### src/rtl/pbkdf2_multiblock.sv
// pbkdf2_multiblock: PBKDF2 iteration controller in front of an external HMAC PRF core.
// For each block i = 1..N it issues U_1 = PRF(S||INT(i)), then U_j = PRF(U_{j-1}) up to
// c requests, XOR-accumulates the results into T_i and emits T_i on the block port.
// Ports:
//   clk_i, rst_ni                        clock, async active-low reset
//   start_i, iters_i, num_blocks_i,      job start and parameters (sampled in IDLE)
//   salt_i
//   busy_o                               job in progress
//   prf_v_o/prf_r_i, prf_first_o,        PRF request channel (message MSB-aligned,
//   prf_msg_o, prf_len_o                 length in bytes)
//   prf_v_i/prf_r_o, prf_data_i          PRF result channel
//   blk_v_o/blk_r_i, blk_data_o,         derived block channel
//   blk_idx_o, blk_last_o
//   abort_i                              only when PBKDF2_ABORT_EN is defined
// Optional feature macro: PBKDF2_ABORT_EN (adds abort_i).
module pbkdf2_multiblock #(
  parameter int unsigned HASH_W = 256,
  parameter int unsigned SALT_W = 256,
  parameter int unsigned ITER_W = 32,
  parameter int unsigned BLK_W  = 8
) (
  input  logic                clk_i,
  input  logic                rst_ni,
`ifdef PBKDF2_ABORT_EN
  input  logic                abort_i,
`endif
  input  logic                start_i,
  input  logic [ITER_W-1:0]   iters_i,
  input  logic [BLK_W-1:0]    num_blocks_i,
  input  logic [SALT_W-1:0]   salt_i,
  output logic                busy_o,
  output logic                prf_v_o,
  input  logic                prf_r_i,
  output logic                prf_first_o,
  output logic [SALT_W+31:0]  prf_msg_o,
  output logic [15:0]         prf_len_o,
  input  logic                prf_v_i,
  output logic                prf_r_o,
  input  logic [HASH_W-1:0]   prf_data_i,
  output logic                blk_v_o,
  input  logic                blk_r_i,
  output logic [HASH_W-1:0]   blk_data_o,
  output logic [BLK_W-1:0]    blk_idx_o,
  output logic                blk_last_o
);

  localparam int unsigned MSG_W = SALT_W + 32;
  localparam int unsigned PAD_W = MSG_W - HASH_W;
  localparam logic [15:0] LEN_FIRST = 16'(SALT_W / 8 + 4);
  localparam logic [15:0] LEN_NEXT  = 16'(HASH_W / 8);

  typedef enum logic [1:0] {S_IDLE, S_REQ, S_WAIT, S_OUT} state_e;

  state_e              state;
  logic [ITER_W-1:0]   c_q;
  logic [BLK_W-1:0]    n_q;
  logic [SALT_W-1:0]   salt_q;
  logic [HASH_W-1:0]   acc;
  logic [ITER_W-1:0]   iter_cnt;
  logic [BLK_W-1:0]    blk_cnt;

  logic [ITER_W-1:0]   iter_inc_c;
  logic [BLK_W-1:0]    blk_inc_c;
  logic [HASH_W-1:0]   acc_nx_c;
  logic                abort_c;

  // iter_cnt never exceeds c-1 before the increment, so this cannot wrap
  assign iter_inc_c = iter_cnt + ITER_W'(1);
  assign blk_inc_c  = blk_cnt + BLK_W'(1);
  assign acc_nx_c   = acc ^ prf_data_i;

`ifdef PBKDF2_ABORT_EN
  assign abort_c = abort_i;
`else
  assign abort_c = 1'b0;
`endif

  // Controller: state, counters and all outputs registered in one process
  always_ff @(posedge clk_i or negedge rst_ni) begin
    if (!rst_ni) begin
      state       <= S_IDLE;
      c_q         <= '0;
      n_q         <= '0;
      salt_q      <= '0;
      acc         <= '0;
      iter_cnt    <= '0;
      blk_cnt     <= '0;
      busy_o      <= 1'b0;
      prf_v_o     <= 1'b0;
      prf_first_o <= 1'b0;
      prf_msg_o   <= '0;
      prf_len_o   <= '0;
      prf_r_o     <= 1'b0;
      blk_v_o     <= 1'b0;
      blk_data_o  <= '0;
      blk_idx_o   <= '0;
      blk_last_o  <= 1'b0;
    end else if (abort_c && (state != S_IDLE)) begin
      // Abort discards any handshake completing this cycle
      state       <= S_IDLE;
      acc         <= '0;
      iter_cnt    <= '0;
      blk_cnt     <= '0;
      busy_o      <= 1'b0;
      prf_v_o     <= 1'b0;
      prf_first_o <= 1'b0;
      prf_r_o     <= 1'b0;
      blk_v_o     <= 1'b0;
      blk_last_o  <= 1'b0;
    end else begin
      unique case (state)
        S_IDLE: begin
          if (start_i) begin
            c_q         <= (iters_i == '0) ? ITER_W'(1) : iters_i;
            n_q         <= (num_blocks_i == '0) ? BLK_W'(1) : num_blocks_i;
            salt_q      <= salt_i;
            blk_cnt     <= BLK_W'(1);
            iter_cnt    <= '0;
            acc         <= '0;
            busy_o      <= 1'b1;
            prf_v_o     <= 1'b1;
            prf_first_o <= 1'b1;
            prf_msg_o   <= {salt_i, 32'd1};
            prf_len_o   <= LEN_FIRST;
            state       <= S_REQ;
          end
        end
        S_REQ: begin
          if (prf_r_i) begin
            prf_v_o     <= 1'b0;
            prf_first_o <= 1'b0;
            prf_r_o     <= 1'b1;
            state       <= S_WAIT;
          end
        end
        S_WAIT: begin
          if (prf_v_i) begin
            prf_r_o  <= 1'b0;
            acc      <= acc_nx_c;
            iter_cnt <= iter_inc_c;
            if (iter_inc_c == c_q) begin
              blk_v_o    <= 1'b1;
              blk_data_o <= acc_nx_c;
              blk_idx_o  <= blk_cnt;
              blk_last_o <= (blk_cnt == n_q);
              state      <= S_OUT;
            end else begin
              // Next message is U_prev MSB-aligned; the output register doubles as U_prev
              prf_v_o     <= 1'b1;
              prf_first_o <= 1'b0;
              prf_msg_o   <= MSG_W'(prf_data_i) << PAD_W;
              prf_len_o   <= LEN_NEXT;
              state       <= S_REQ;
            end
          end
        end
        S_OUT: begin
          if (blk_r_i) begin
            blk_v_o <= 1'b0;
            if (blk_last_o) begin
              blk_last_o <= 1'b0;
              busy_o     <= 1'b0;
              state      <= S_IDLE;
            end else begin
              blk_cnt     <= blk_inc_c;
              iter_cnt    <= '0;
              acc         <= '0;
              prf_v_o     <= 1'b1;
              prf_first_o <= 1'b1;
              prf_msg_o   <= {salt_q, 32'(blk_inc_c)};
              prf_len_o   <= LEN_FIRST;
              state       <= S_REQ;
            end
          end
        end
        default: state <= S_IDLE;
      endcase
    end
  end

endmodule
### config.mk
export PLATFORM = sky130hd
export DESIGN_NAME = pbkdf2_multiblock
export DESIGN_NICKNAME = d
export VERILOG_FILES = /design/src/rtl/pbkdf2_multiblock.sv
export SDC_FILE = /design/constraint.sdc
export NUM_CORES = 2
export LEC_CHECK = 0
export BUFFER_PORTS_ARGS = -buffer_cell sky130_fd_sc_hd__buf_4
export CORE_AREA = 8 8 430 432
export CTS_BUF_LIST = sky130_fd_sc_hd__clkbuf_16
export DETAILED_ROUTE_END_ITERATION = 10
export DIE_AREA = 0 0 438 440
export PLACE_DENSITY_LB_ADDON = 0.3
export REMOVE_ABC_BUFFERS = 1
export SLEW_MARGIN = 0
export SYNTH_ARGS = -nofsm -noshare
export SYNTH_HDL_FRONTEND = slang
export SYNTH_SLANG_ARGS = --single-unit
### constraint.sdc
create_clock -name clk_i -period 3.6 [get_ports clk_i]
set_clock_uncertainty 0.15 [all_clocks]
set_input_delay 1.08 -clock clk_i [delete_from_list [all_inputs] [get_ports clk_i]]
set_output_delay 1.08 -clock clk_i [all_outputs]
set_load 0.01 [all_outputs]
==> flow_metrics.env <==
export IMPL_num_vias=41890
export IMPL_timing_final_crit_share_pct=106
export IMPL_synthFlopType="dfrtp_1"
export IMPL_yosysTopAreaCellShare_pct=51.3
export IMPL_synth_cell_area_sq_um=55100
export IMPL_hold_class="primary input to async pin"
export IMPL_period_needed_ns=3.81
export IMPL_fin_util_pct=40.9
export IMPL_hold_viol=0
export IMPL_crit_fanout=15
export IMPL_hold_buffers=0
export IMPL_crit_family="simple AND/OR/NAND/NOR gates"
export IMPL_yosysSeqAreaShare_pct=51.3
export IMPL_start_util_pct=31.0
export IMPL_p_leak_uw=0.0357
export IMPL_area_growth_pct=31.8
export IMPL_maxCapViolCount=0
export IMPL_setup_viol=512
export IMPL_avgSynthCellArea_sq_um=11.5
export IMPL_r2r_start="iter_cnt[0]"
export IMPL_report_final_slew_viol_count=0
export IMPL_crit_chain="buf_6 -> nand4_1 -> or3_4 -> a2111oi_4 -> buf_4 -> o2111ai_4 -> or4_4 -> or2_4 -> or2_4 -> buf_12 -> buf_12 -> mux2_4"
export IMPL_end_kind="flop"
export IMPL_synth_area_leaders="dfrtp_1 51%, mux2_2 11%, mux2_4 7.1%"
export IMPL_synth_edf_count=0
export IMPL_die_x_um=438
export IMPL_cts_tree="built"
export IMPL_grt_max_degree=168
export IMPL_r2r_cells=12
export IMPL_cp_slowest_cell="or4_4"
export IMPL_ff2ff_setup_slack_ns=-0.21
export IMPL_worstMarginPinSlew_ns=1.09
export IMPL_overflow=0
export IMPL_core_sq_um=178000
export IMPL_power_per_cell_area_nw_per_um2=863
export IMPL_viasPerCell=4.95
export IMPL_slowest_delay_ns=0.44
export IMPL_synth_distinct_cells=67
export IMPL_grt_pass1_wl_um=285000
export IMPL_fin_nets=6547
export IMPL_holdWs_ns=0.0939
export IMPL_final_antenna_net_count=0
export IMPL_rsz0062_at_grt="yes"
export IMPL_cts_buffer_depth=3
export IMPL_wl_per_cell_um=23.1
export IMPL_drc=0
export IMPL_setup_worst_path_start_class="flop"
export IMPL_vdd_ir_drop_max_mv=0.640
export IMPL_io_buffers=1093
export IMPL_synthMostInstantiatedCell="dfrtp_1"
export IMPL_ys_ff_latch=1130
export IMPL_dp_hpwl_um=140000
export IMPL_numCtsBuffers=137
export IMPL_r2r_end="blk_data_o[191]"
export IMPL_critPathKind="flop to flop"
export IMPL_io_pins=1132
export IMPL_die_h_um=440
export IMPL_dieArea_sq_um=193000
export IMPL_worstPathRequired_ns=4.10
export IMPL_clk_insertion_delay_late_ns=0.79
export IMPL_arrival_ns=4.31
export IMPL_gp_congestion=0.859
export IMPL_cts_root_buf="clkbuf_16"
export IMPL_drt_pass1_iterations=8
export IMPL_synth_top_area_cell="dfrtp_1"
export IMPL_cp_buffers_inverters=4
export IMPL_routed_wl_um=196000
export IMPL_drtIter0Drc=2409
export IMPL_relSlewSlack_pct=27.1
export IMPL_grt_use_total_pct=19.3
export IMPL_synthTopCellsByCount="1130 x dfrtp_1, 580 x nand2_1, 556 x mux2_2"
export IMPL_ctsHtreeMaxLevel=4
export IMPL_rows=155
export IMPL_violations="negative setup slack"
export IMPL_syn_inst=4788
export IMPL_worst_slack_ns=-0.210
export IMPL_grt_pass1_vias=42450
export IMPL_post_route_cells_drive_above_1_share_pct=39.5
export IMPL_yosysWarningCount=0
export IMPL_fmax_ghz=0.262
export IMPL_async_reset_ff_share_pct=100
export IMPL_antenna_found_initial=29
export IMPL_cts_num_sinks=1130
export IMPL_status="complete, but fails checks"
export IMPL_clk_pin_slew_ns=0.06
-- registers in the layout (all words and copies together), names as in the netlist, 2 cells and up --
| register | cells |
|---|---|
| acc | 256 |
| prf_len_o | 2 |
| prf_msg_o | 264 |
| c_q | 32 |
| iter_cnt | 32 |
| blk_cnt | 8 |
| blk_idx_o | 8 |
| salt_q | 256 |
| state | 2 |
| blk_data_o | 256 |
| n_q | 8 |
-- cells by family after synthesis --
kind of cell,after synthesis,synth area share [%]
DFF,1130,51.3
and+or+nand+nor,1003,8.12
AOI/OAI and AO/OA,894,11.3
muxes,831,18.7
buffers and inverters,614,5.43
xor gates and xnor gates,308,4.90
adders and majority gates,7,0.159
other,1,0.00681
-- what timing repair did --
action                                  4_1_cts  5_1_grt
pin swaps                                    10        2
gates resized for setup                      85       17
endpoints found under the setup margin      518      524
gates cloned                                 20        5
buffers inserted                             20        1
-- worst register-to-register path, cell delays in order, from the launching register on --
cell and delay, ns:
dfrtp_2 0.41, buf_6 0.12, nand4_1 0.14, or3_4 0.43, a2111oi_4 0.31, buf_4 0.18
o2111ai_4 0.12, or4_4 0.44, or2_4 0.28, or2_4 0.36, buf_12 0.20, buf_12 0.25
mux2_4 0.30
-- worst max path at each step --
stage	slack [ns]	to	start	depth (start not counted)
floorplan	-28.56	prf_msg_o[0]	state[0]	5
finish	-0.21	blk_data_o[191]	iter_cnt[0]	12
detailed placement	-0.31	blk_data_o[145]	iter_cnt[0]	11
global route	-0.31	blk_data_o[139]	iter_cnt[0]	12
CTS	-0.14	blk_data_o[191]	iter_cnt[0]	12
global placement	-0.27	blk_data_o[38]	iter_cnt[3]	11
-- per-stage QoR --
step                total power [uW]  instances  setup TNS [ns]  instance area [sq um]  setup slack [ns]
floorplan                      32400       4479               -                  53200            -28.56
global placement               46600       8152          -82.08                  66800            -0.268
detailed placement             47400       8152          -96.23                  66800            -0.314
CTS                            63300       8436          -36.41                  72300            -0.143
global route                   66600       8459         -117.64                  72600            -0.312
finish                         62700       8462          -61.23                  72600            -0.210
-- placed cells by master (no fill, tap or decap), drive strengths merged, types with 6 or more instances in the layout --
master,count
a21oi,30
a22o,263
a22oi,257
and3,10
buf,1357
bufinv,10
clkbuf,146
clkinv,45
clkinvlp,6
conb,38
dfrtp,1130
diode,20
ha,7
inv,310
mux2,820
mux2i,11
nand2,580
nand3,274
nand4,17
nor2,29
nor3,28
nor4,21
o21ai,304
o22ai,6
o31ai,7
or2,6
or3,6
or4,8
xnor2,30
xor2,278
-- final cells by class --
class | count | area (sq um)
fill | 17018 | 105000
sequential | 1130 | 28300
multi-input combinational | 3081 | 24100
timing repair buffer | 1364 | 11800
clock buffer | 141 | 3530
tap | 2355 | 2950
inverter | 268 | 1010
clock inverter | 103 | 862
antenna | 20 | 50.0
-- power by group --
part / leakage (uW) / switching, uW / internal [uW] / total (uW)
Sequential: 0.0146 / 3240 / 17500 / 20700
Clock: 0.00225 / 5790 / 7860 / 13600
Combinational: 0.0189 / 14500 / 13800 / 28300
-- metal layers --
| metal | track usage, % | part of all wire (%) |
|---|---|---|
| met1 | 23.6 | 40 |
| met2 | 33.0 | 50 |
| met3 | 4.33 | 5.7 |
| met4 | 7.69 | 3.8 |
| met5 | 0 | 0.042 |
Power figures use the tool's default switching activity.
